==> config.mk <==
export PLATFORM = sky130hd
export DESIGN_NAME = usb_rx
export DESIGN_NICKNAME = d
export VERILOG_FILES = /design/src/rtl/usb_rx.sv
export SDC_FILE = /design/constraint.sdc
export NUM_CORES = 1
export LEC_CHECK = 0
export CAP_MARGIN = 0
export CELL_PAD_IN_SITES_DETAIL_PLACEMENT = 1
export CELL_PAD_IN_SITES_GLOBAL_PLACEMENT = 1
export CORE_MARGIN = 1
export CORE_UTILIZATION = 41
export DETAILED_ROUTE_END_ITERATION = 10
export GPL_TIMING_DRIVEN = 0
export PLACE_DENSITY = 0.85
export SETUP_SLACK_MARGIN = 0.3
export SYNTH_ARGS = -nofsm -noshare
export SYNTH_HDL_FRONTEND = slang
export SYNTH_SLANG_ARGS = --single-unit
==> constraint.sdc <==
create_clock -name clk -period 2.8 [get_ports clk]
set_input_delay 0.56 -clock clk [delete_from_list [all_inputs] [get_ports clk]]
set_output_delay 0.56 -clock clk [all_outputs]
set_load 0.01 [all_outputs]
==> src/rtl/usb_rx.sv <==
// USB full-speed receive path: 8x oversampled line recovery, NRZI decode, bit
// unstuffing and packet parsing, with payload written to the shared buffer.
module usb_rx #(
    parameter int CLKS_PER_BIT = 8,
    parameter int MAX_BYTES    = 64
) (
    input  logic       clk,
    input  logic       n_rst,
    input  logic       dplus_in,
    input  logic       dminus_in,
    input  logic [6:0] buffer_occupancy,
    output logic [2:0] rx_packet,
    output logic       rx_data_ready,
    output logic       rx_transfer_active,
    output logic       rx_error,
    output logic       flush,
    output logic       store_rx_packet_data,
    output logic [7:0] rx_packet_data,
    output logic [6:0] rx_address,
    output logic [3:0] rx_endpoint
);
    localparam int TW = (CLKS_PER_BIT > 1) ? $clog2(CLKS_PER_BIT) : 1;
    localparam logic [TW-1:0] TIMER_LAST = TW'(CLKS_PER_BIT - 1);
    localparam logic [TW-1:0] SAMPLE_PT  = TW'(3);
    localparam logic [6:0]    OCC_LIMIT  = 7'(MAX_BYTES);

    typedef enum logic [2:0] {
        S_IDLE, S_SYNC, S_PID, S_TOKEN, S_DATA, S_EOPWAIT, S_EOP, S_ERR
    } state_t;

    state_t      state, next_state;
    logic [1:0]  dp_sync, dm_sync;
    logic        dp, dm, dp_last;
    logic [TW-1:0] timer;
    logic        sample, se0, j_line, k_line;
    logic        prev_line, line_bit;
    logic [2:0]  bit_cnt, ones;
    logic [7:0]  shreg, byte_val;
    logic        dec_en, bit_valid, take, stuff_drop, stuff_err, byte_done;
    logic [10:0] tok_sh, tok_val;
    logic [3:0]  tok_cnt;
    logic [7:0]  hold0, hold1;
    logic [1:0]  held;
    logic        se0_two, err_se0;
    logic [2:0]  pid_code;
    logic        pid_ok;

    // Line synchroniser and bit timer; any D+ transition re-centres the sample point.
    always_ff @(posedge clk or negedge n_rst) begin
        if (!n_rst) begin
            dp_sync <= 2'b11;
            dm_sync <= 2'b00;
            dp_last <= 1'b1;
            timer   <= '0;
        end else begin
            dp_sync <= {dp_sync[0], dplus_in};
            dm_sync <= {dm_sync[0], dminus_in};
            dp_last <= dp_sync[1];
            if (dp_sync[1] != dp_last || timer == TIMER_LAST) timer <= '0;
            else timer <= timer + TW'(1);
        end
    end

    assign dp       = dp_sync[1];
    assign dm       = dm_sync[1];
    assign sample   = (timer == SAMPLE_PT);
    assign se0      = !dp && !dm;
    assign j_line   = dp && !dm;
    assign k_line   = !dp && dm;
    assign line_bit = (dp == prev_line);

    assign dec_en     = (state inside {S_SYNC, S_PID, S_TOKEN, S_DATA, S_EOPWAIT}) ||
                        (state == S_IDLE && k_line);
    assign bit_valid  = sample && !se0 && dec_en;
    assign stuff_drop = bit_valid && (ones == 3'd6) && !line_bit;
    assign stuff_err  = bit_valid && (ones == 3'd6) && line_bit;
    assign take       = bit_valid && (ones != 3'd6);
    assign byte_done  = take && (bit_cnt == 3'd7);
    assign byte_val   = {line_bit, shreg[7:1]};
    assign tok_val    = {line_bit, tok_sh[10:1]};

    always_ff @(posedge clk or negedge n_rst) begin
        if (!n_rst) begin
            prev_line <= 1'b1;
            bit_cnt   <= '0;
            ones      <= '0;
            shreg     <= '0;
        end else begin
            if (sample && !se0) prev_line <= dp;
            if (!dec_en) begin
                bit_cnt <= '0;
                ones    <= '0;
            end else if (take) begin
                shreg   <= byte_val;
                bit_cnt <= bit_cnt + 3'd1;
                ones    <= line_bit ? ones + 3'd1 : 3'd0;
            end else if (stuff_drop) begin
                ones <= '0;
            end
        end
    end

    always_comb begin
        pid_code = 3'd0;
        case (byte_val)
            8'hD2:   pid_code = 3'd1;
            8'h5A:   pid_code = 3'd2;
            8'h1E:   pid_code = 3'd3;
            8'hC3:   pid_code = 3'd4;
            8'h4B:   pid_code = 3'd5;
            8'h69:   pid_code = 3'd6;
            8'hE1:   pid_code = 3'd7;
            default: pid_code = 3'd0;
        endcase
        pid_ok = (byte_val[7:4] == ~byte_val[3:0]) && (pid_code != 3'd0);
    end

    always_ff @(posedge clk or negedge n_rst) begin
        if (!n_rst) state <= S_IDLE;
        else        state <= next_state;
    end

    always_comb begin
        next_state = state;
        case (state)
            S_IDLE: if (sample && k_line) next_state = S_SYNC;
            S_SYNC: begin
                if (stuff_err || (sample && se0)) next_state = S_ERR;
                else if (byte_done) next_state = (byte_val == 8'h80) ? S_PID : S_ERR;
            end
            S_PID: begin
                if (stuff_err || (sample && se0)) next_state = S_ERR;
                else if (byte_done) begin
                    if (!pid_ok)                 next_state = S_ERR;
                    else if (pid_code >= 3'd6)   next_state = S_TOKEN;
                    else if (pid_code >= 3'd4)   next_state = S_DATA;
                    else                         next_state = S_EOPWAIT;
                end
            end
            S_TOKEN: begin
                if (stuff_err || (sample && se0)) next_state = S_ERR;
                else if (take && tok_cnt == 4'd15) next_state = S_EOPWAIT;
            end
            S_DATA: begin
                if (stuff_err) next_state = S_ERR;
                else if (sample && se0)
                    next_state = (bit_cnt == 3'd0 && held == 2'd2) ? S_EOP : S_ERR;
                else if (byte_done && held == 2'd2 && buffer_occupancy >= OCC_LIMIT)
                    next_state = S_ERR;
            end
            // A trailing stuffed 0 may still arrive here and is silently dropped.
            S_EOPWAIT: begin
                if (sample && se0) next_state = S_EOP;
                else if (take || stuff_err) next_state = S_ERR;
            end
            S_EOP: begin
                if (sample) begin
                    if (se0)                   next_state = se0_two ? S_ERR : S_EOP;
                    else if (j_line && se0_two) next_state = S_IDLE;
                    else                       next_state = S_ERR;
                end
            end
            S_ERR: if (sample && j_line && err_se0) next_state = S_IDLE;
            default: next_state = S_IDLE;
        endcase
    end

    always_ff @(posedge clk or negedge n_rst) begin
        if (!n_rst) begin
            rx_packet            <= '0;
            rx_data_ready        <= 1'b0;
            rx_transfer_active   <= 1'b0;
            rx_error             <= 1'b0;
            flush                <= 1'b0;
            store_rx_packet_data <= 1'b0;
            rx_packet_data       <= '0;
            rx_address           <= '0;
            rx_endpoint          <= '0;
            hold0                <= '0;
            hold1                <= '0;
            held                 <= '0;
            tok_sh               <= '0;
            tok_cnt              <= '0;
            se0_two              <= 1'b0;
            err_se0              <= 1'b0;
        end else begin
            rx_data_ready        <= 1'b0;
            flush                <= 1'b0;
            store_rx_packet_data <= 1'b0;
            if (next_state == S_ERR && state != S_ERR) begin
                rx_error           <= 1'b1;
                rx_transfer_active <= 1'b0;
                err_se0            <= sample && se0;
            end else if (state == S_ERR && sample && se0) begin
                err_se0 <= 1'b1;
            end
            if (next_state == S_EOP && state != S_EOP) se0_two <= 1'b0;
            case (state)
                S_IDLE: if (next_state == S_SYNC) begin
                    rx_transfer_active <= 1'b1;
                    rx_error           <= 1'b0;
                end
                S_PID: if (byte_done && next_state != S_ERR) begin
                    rx_packet <= pid_code;
                    flush     <= (next_state == S_DATA);
                    held      <= '0;
                    tok_cnt   <= '0;
                end
                S_TOKEN: if (take) begin
                    tok_sh  <= tok_val;
                    tok_cnt <= tok_cnt + 4'd1;
                    if (tok_cnt == 4'd10) begin
                        rx_address  <= tok_val[6:0];
                        rx_endpoint <= tok_val[10:7];
                    end
                end
                // The two most recent bytes stay held back: they are the CRC16 at EOP.
                S_DATA: if (byte_done && next_state == S_DATA) begin
                    if (held == 2'd2) begin
                        rx_packet_data       <= hold0;
                        store_rx_packet_data <= 1'b1;
                        hold0                <= hold1;
                        hold1                <= byte_val;
                    end else if (held == 2'd0) begin
                        hold0 <= byte_val;
                        held  <= 2'd1;
                    end else begin
                        hold1 <= byte_val;
                        held  <= 2'd2;
                    end
                end
                S_EOP: begin
                    if (sample && se0) se0_two <= 1'b1;
                    if (next_state == S_IDLE) begin
                        rx_data_ready      <= 1'b1;
                        rx_transfer_active <= 1'b0;
                    end
                end
                default: ;
            endcase
        end
    end
endmodule

# After elaboration in Yosys (flattened, before gate mapping)

Index checks and enable logic that the tools add are counted.

Reductions and logical operators: 54
$add $sub $neg: 4
Magnitude comparators: 3
Mux-type cells: 62
Bitwise operators: 1
Equality and inequality tests: 40

Operators with widths:

| cell                                                   | count |
|---|---|
| two-way mux 3 bit                                      | 26 |
| == test 8 bit (second input constant)                  | 4 |
| two-way mux 8 bit                                      | 4 |
| == test 3 bit (second input constant)                  | 10 |
| logical AND 1 bit                                      | 27 |
| == test 8 x 7 -> 1 bit (second input constant)         | 3 |
| case mux 3 bit (8 select lines)                        | 1 |
| two-way mux 1 bit                                      | 21 |
| case mux 3 bit (7 select lines)                        | 1 |
| AND reduction 3 bit                                    | 5 |
| inequality test 3 bit (second input constant)          | 4 |
| adder 3 x 1 -> 3 bit (second input constant)           | 3 |
| == test 3 x 2 -> 1 bit (second input constant)         | 3 |
| zero test 3 bit                                        | 3 |
| == test 4 bit (second input constant)                  | 2 |
| == test 8 x 5 -> 1 bit (second input constant)         | 1 |
| two-way mux 2 bit                                      | 4 |
| two-way mux 4 bit                                      | 2 |
| case mux 4 bit (2 select lines)                        | 1 |
| nonzero test 2 bit                                     | 4 |
| >= comparator 7 bit (second input constant)            | 1 |
| == test 3 x 1 -> 1 bit (second input constant)         | 2 |
| >= comparator 3 bit (second input constant)            | 2 |
| inequality test 2 x 1 -> 1 bit (second input constant) | 3 |
| 17 further kinds                                       | 27 |

Output and inout port bits: 27
Register bits: 88

# Depth between registers and ports, before layout

Word-level depth: 18
Mapped depth: 10
Depth with buffers taken out: 10

# Worst setup path before layout

No wires, ideal clock.

Path type: register -> register
From: reg timer[0]
To: reg rx_packet[0]
Setup time: 0.125 ns
Data required time: 2.675 ns
Arrival time: 2.868 ns
Cell stages (with the launch flop): 11
Setup slack: -0.193 ns
Period minus slack after synthesis: 2.993 ns
Path through: dfrtp_1 -> ha_1 -> ha_1 -> a21boi_1 -> nand3_4 -> a21oi_2 -> a221oi_1 -> nor4_4 -> inv_4 -> a21oi_4 -> mux2_4

Word-level cells in the longest chain between the ends: 14
Elaborated cells on any way between the ends: 34
Classes of those cells: eq/ne (2); mux (15); reduce/logical (17)

RTL lines:

| element                                | RTL line | source |
|---|---|---|
| from (decl)                            | 34       | `logic [TW-1:0] timer;` |
| from (signal assigned)                 | 60       | `else timer <= timer + TW'(1);` |
| == test 3 x 2 -> 1 bit *               | 66       | `assign sample = (timer == SAMPLE_PT);` |
| logical AND 1 bit (2 in a row)         | 74       | `assign bit_valid = sample && !se0 && dec_en;` |
| logical AND 1 bit                      | 77       | `assign take = bit_valid && (ones != 3'd6);` |
| logical AND 1 bit                      | 78       | `assign byte_done = take && (bit_cnt == 3'd7);` |
| logical AND 1 bit (2 in a row)         | 148      | `else if (byte_done && held == 2'd2 && buffer_occupancy >= OCC_LIMIT)` |
| two-way mux 3 bit                      | 148      |  |
| two-way mux 3 bit                      | 146      | `else if (sample && se0)` |
| two-way mux 3 bit                      | 145      | `if (stuff_err) next_state = S_ERR;` |
| case mux 3 bit (8 select lines) *      | 125      | `case (state)` |
| via next_state[0]                      | 31       | `state_t state, next_state;` |
| inequality test 3 bit *                | 203      | `S_PID: if (byte_done && next_state != S_ERR) begin` |
| logical AND 1 bit *                    | 203      |  |
| AND reduction 2 bit (no source line) * | --       |  |
| to (signal assigned)                   | 204      | `rx_packet <= pid_code;` |
| to (decl)                              | 12       | `output logic [2:0] rx_packet,` |

The timed path passes the listed nets; every way through them passes the cells marked *.
A chain may end at the register's enable or synchronous reset.

# Final worst setup path

From: reg prev_line
To: reg rx_packet[1]

Word-level cells in the longest chain between the ends: 13
Elaborated cells on any way between the ends: 34
Classes of those cells: order compare (2); eq/ne (11); mux (14); reduce/logical (7)

RTL lines:

| element                               | RTL line | source |
|---|---|---|
| from (decl)                           | 36       | `logic prev_line, line_bit;` |
| from (signal assigned)                | 89       | `if (sample && !se0) prev_line <= dp;` |
| == test 1 bit *                       | 70       | `assign line_bit = (dp == prev_line);` |
| == test 8 bit (tied with other cells) | 105      | `case (byte_val)` |
| case mux 3 bit (7 select lines)       | 105      |  |
| >= comparator 3 bit                   | 136      | `else if (pid_code >= 3'd4) next_state = S_DATA;` |
| two-way mux 1 bit                     | 136      |  |
| two-way mux 3 bit                     | 135      | `else if (pid_code >= 3'd6) next_state = S_TOKEN;` |
| two-way mux 3 bit                     | 134      | `if (!pid_ok) next_state = S_ERR;` |
| two-way mux 3 bit                     | 133      | `else if (byte_done) begin` |
| two-way mux 3 bit                     | 132      | `if (stuff_err \|\| (sample && se0)) next_state = S_ERR;` |
| case mux 3 bit (8 select lines)       | 125      |  |
| inequality test 3 bit                 | 203      |  |
| logical AND 1 bit                     | 203      |  |
| AND reduction 2 bit (no source line)  | --       |  |

Every way passes the cells marked *; elsewhere a longest branch is shown, timed or not.

==> reports/results.tsv <==
metric	value	unit
p_sw	1.08	mW
drive_gt1_share	35.9	%
p_int	2.11	mW
path_clk_slew	0.09	ns
rr_startpoint	prev_line	
root_buffer	clkbuf_8	
numPortBuffers	31	
tightest_slew	0.733	ns
die_y	103	um
irDropWorstVdd	0.405	mV
ys_seq_elements	86	
slowest_delay	0.68	ns
finClkSkew	0.0119	ns
ys_seq_area_share	51.7	%
grt_overflow	0	
grt.total_usage	23.5	%
p_seq_share	46.4	%
synth_edf_count	0	
fp.dieArea	10600	um2
clk_path_buf_depth	2	
grt_pass1_vias	3389	
cts_buffers	9	
start_kind	flip-flop	
yosysWarnings	0	
crit_family	compound AO/OA/AOI/OAI gates	
netlist_area	4170	um2
top_layer	met4	
comb_power_share	26.9	%
min_period_over_period	102	%
drt_iter0_drc	214	
dp_cells	538	
wl_per_cell	20.4	um
vias_per_cell	5.65	
crit_start	prev_line	
path_buf_inv	1	
gp_congestion	0.826	
syn_area_per_cell	11.2	um2
area_growth	33.4	%
crit_type	reg2reg	
cpMaxStageDelayCell	dfstp_2	
min_path_type	in2async	
drc_errors	0	
pin_count	38	
syn_inst	373	
critPathArrivalTime	3.10	ns
htreeDepth	3	
num-nets-final	467	
rows	36	
cp-end-kind	flip-flop	
crit_chain	xnor3_1 -> buf_4 -> nand4b_1 -> a21oi_1 -> a2111o_1 -> a2bb2oi_4 -> a21oi_4 -> mux2_4	
synth_cell_type_count	62	
clockPowerShare	26.7	%
cp_max_fo	4	
drtPass1Iterations	4	
status	finished, violations left	
die_w	103	um
wl_met3	430	um
power	3.19	mW
nFillCells	1054	
cts_sinks	86	
utilization	56.7	%
slew_headroom	51.1	%
hold_viol	0	
vias	3299	
violations	negative setup slack	
cap_violations	0	
required	3.05	ns
wl_met1	4810	um
ys_async_sr_fraction	100	%
antennaDiodeCount	0	
power.density	573	nW/um2
detail-route-antenna-nets	0	
wl_met2	6230	um
coreArea	9820	um2
initial_core_util	42.5	%
grt_max_degree	54	
synth_flop_cell	dfrtp_1	
setup_violations	4	
final_cells	584	
finalCriticalPeriod	2.85	ns
maxSlewViolCount	0	
fmax	350	MHz
synthesis.nets	394	
power.leakage	2.65	nW
swShare	33.9	%
antenna_found_initial	0	
dpl.hpwl	6990	um
clkLatencyLatePin	0.37	ns
fin_ws	-0.0547	ns
grt_pass1_wl	18100	um
cts_tree	built	
routed_wl	11900	um
rsz0062_at_grt	true	
## cells by family after synthesis
kind of cell             Yosys count  synth area share, %
AO/OA/AOI/OAI                     60                 10.3
AND/OR/NAND/NOR                  129                 16.6
buffers and inverters             31                 2.94
multiplexers                      51                 13.9
XOR/XNOR                           6                 1.59
adder cells (fa/ha/maj)           10                 3.00
flip-flops                        86                 51.7
## what timing repair did
item	CTS	global route
gates cloned	2	0
resized for setup	42	54
hold buffers	0	0
endpoints found under the setup margin	60	61
buffers inserted	16	12
pin swaps	4	16
## stage by stage
| step | setup TNS, ns | hold slack [ns] | worst slack (ns) | cell area, um2 |
|---|---|---|---|---|
| floorplan | -0.131 | 0.264 | -0.0656 | 4190 |
| global placement | -173.37 | 0.342 | -1.86 | 4660 |
| detailed placement | -22.01 | 0.349 | -0.697 | 4690 |
| CTS | 0 | 0.153 | 0.0266 | 5230 |
| global route | -1.62 | 0.166 | -0.109 | 5570 |
| finish | -0.133 | 0.133 | -0.0547 | 5570 |
## worst paths after layout
check                                to  slack [ns]  cells past startpoint
max                        rx_packet[1]       -0.05                      8
min                          bit_cnt[0]        0.13                      1
max reg2reg                rx_packet[1]       -0.05                      8
min reg2reg                  dp_sync[1]        0.36                      0
max in group asynchronous      hold1[2]        2.05                      2
min in group clk             dp_sync[1]        0.36                      0
## power by group through the flow
stage	Combinational (mW)	Sequential [mW]	Clock, mW
floorplan	0.412	1.44	0
global placement	0.561	1.46	0
detailed placement	0.596	1.47	0
CTS	0.663	1.46	0.873
global route	0.926	1.50	0.916
finish	0.859	1.48	0.851
## cell type report
cell class / instances / area [um2] / area share, %
clock inverters: 4 / 30.0 / 0.540
multi-input cells: 258 / 2270 / 40.8
clock buffers: 12 / 165 / 2.97
well taps: 133 / 166 / 2.99
plain buffers: 15 / 85.1 / 1.53
flip-flops and latches: 86 / 2160 / 38.8
inverters: 16 / 67.6 / 1.21
repair buffers: 60 / 624 / 11.2
## registers in the layout, indices dropped and copies added (netlist names), 3 cells and up
register,flops
shreg,7
rx_packet,3
rx_address,7
bit_cnt,3
tok_sh,10
timer,3
rx_endpoint,4
tok_cnt,4
hold0,8
hold1,8
state,3
rx_packet_data,8
ones,3
## Yosys cell counts (2+ instances only)
cell,count,area (um2)
a211o_1,2,17.5
a21oi_1,12,60.1
a221oi_1,2,17.5
a31o_2,2,17.5
a31oi_1,3,18.8
and3_1,3,18.8
and4b_1,2,20.0
buf_2,3,15.0
clkbuf_1,11,41.3
dfrtp_1,82,2050
dfstp_2,4,105
ha_1,10,125
inv_1,15,56.3
mux2_2,46,518
mux2_4,2,30.0
mux2i_1,3,30.0
nand2_1,56,210
nand2b_1,3,18.8
nand3_1,15,75.1
nand3_4,2,35.0
nand4_1,4,25.0
nand4b_1,2,17.5
nor2_1,15,56.3
nor3_1,10,50.1
nor4_1,4,25.0
nor4bb_1,2,20.0
o211ai_1,4,30.0
o21ai_0,15,75.1
o221ai_1,2,17.5
or2_2,2,12.5
xnor2_1,2,17.5
xor2_1,3,26.3
## layer usage
layer / up-vias / GRT usage [%]
li1: 1485 / -
met1: 1695 / 29.5
met2: 87 / 39.6
met3: 32 / 4.54
met4: 0 / 10.4
met5: - / 0
## worst register-to-register path, delay by kind of cell, from the launching register on
| family | cells | cell delay [ns] |
|---|---|---|
| compound gates | 4 | 1.05 |
| flops | 1 | 0.68 |
| xor+xnor | 1 | 0.40 |
| mux | 1 | 0.33 |
| buf+inv | 1 | 0.15 |
| simple gates | 1 | 0.14 |
## cells in the final DEF, fill, tap and decap left out, types with 3 or more instances in the layout
| cell type | count |
|---|---|
| dfstp_2 | 4 |
| nand2_1 | 53 |
| a21oi_1 | 8 |
| buf_4 | 18 |
| nand3_4 | 4 |
| buf_12 | 3 |
| o21ai_0 | 11 |
| nand4_1 | 4 |
| mux2_4 | 6 |
| mux2i_1 | 3 |
| nand3_1 | 14 |
| buf_6 | 7 |
| clkdlybuf4s50_1 | 30 |
| nand2_2 | 3 |
| a31oi_1 | 3 |
| a21oi_2 | 4 |
| clkbuf_1 | 5 |
| o211ai_1 | 4 |
| and3_1 | 3 |
| dfrtp_1 | 81 |
| ha_4 | 3 |
| clkbuf_2 | 5 |
| nor3_1 | 6 |
| inv_1 | 14 |
| nor2_1 | 13 |
| clkbuf_8 | 13 |
| ha_1 | 7 |
| mux2_2 | 42 |
No activity file was read; power rests on OpenSTA's default activity.
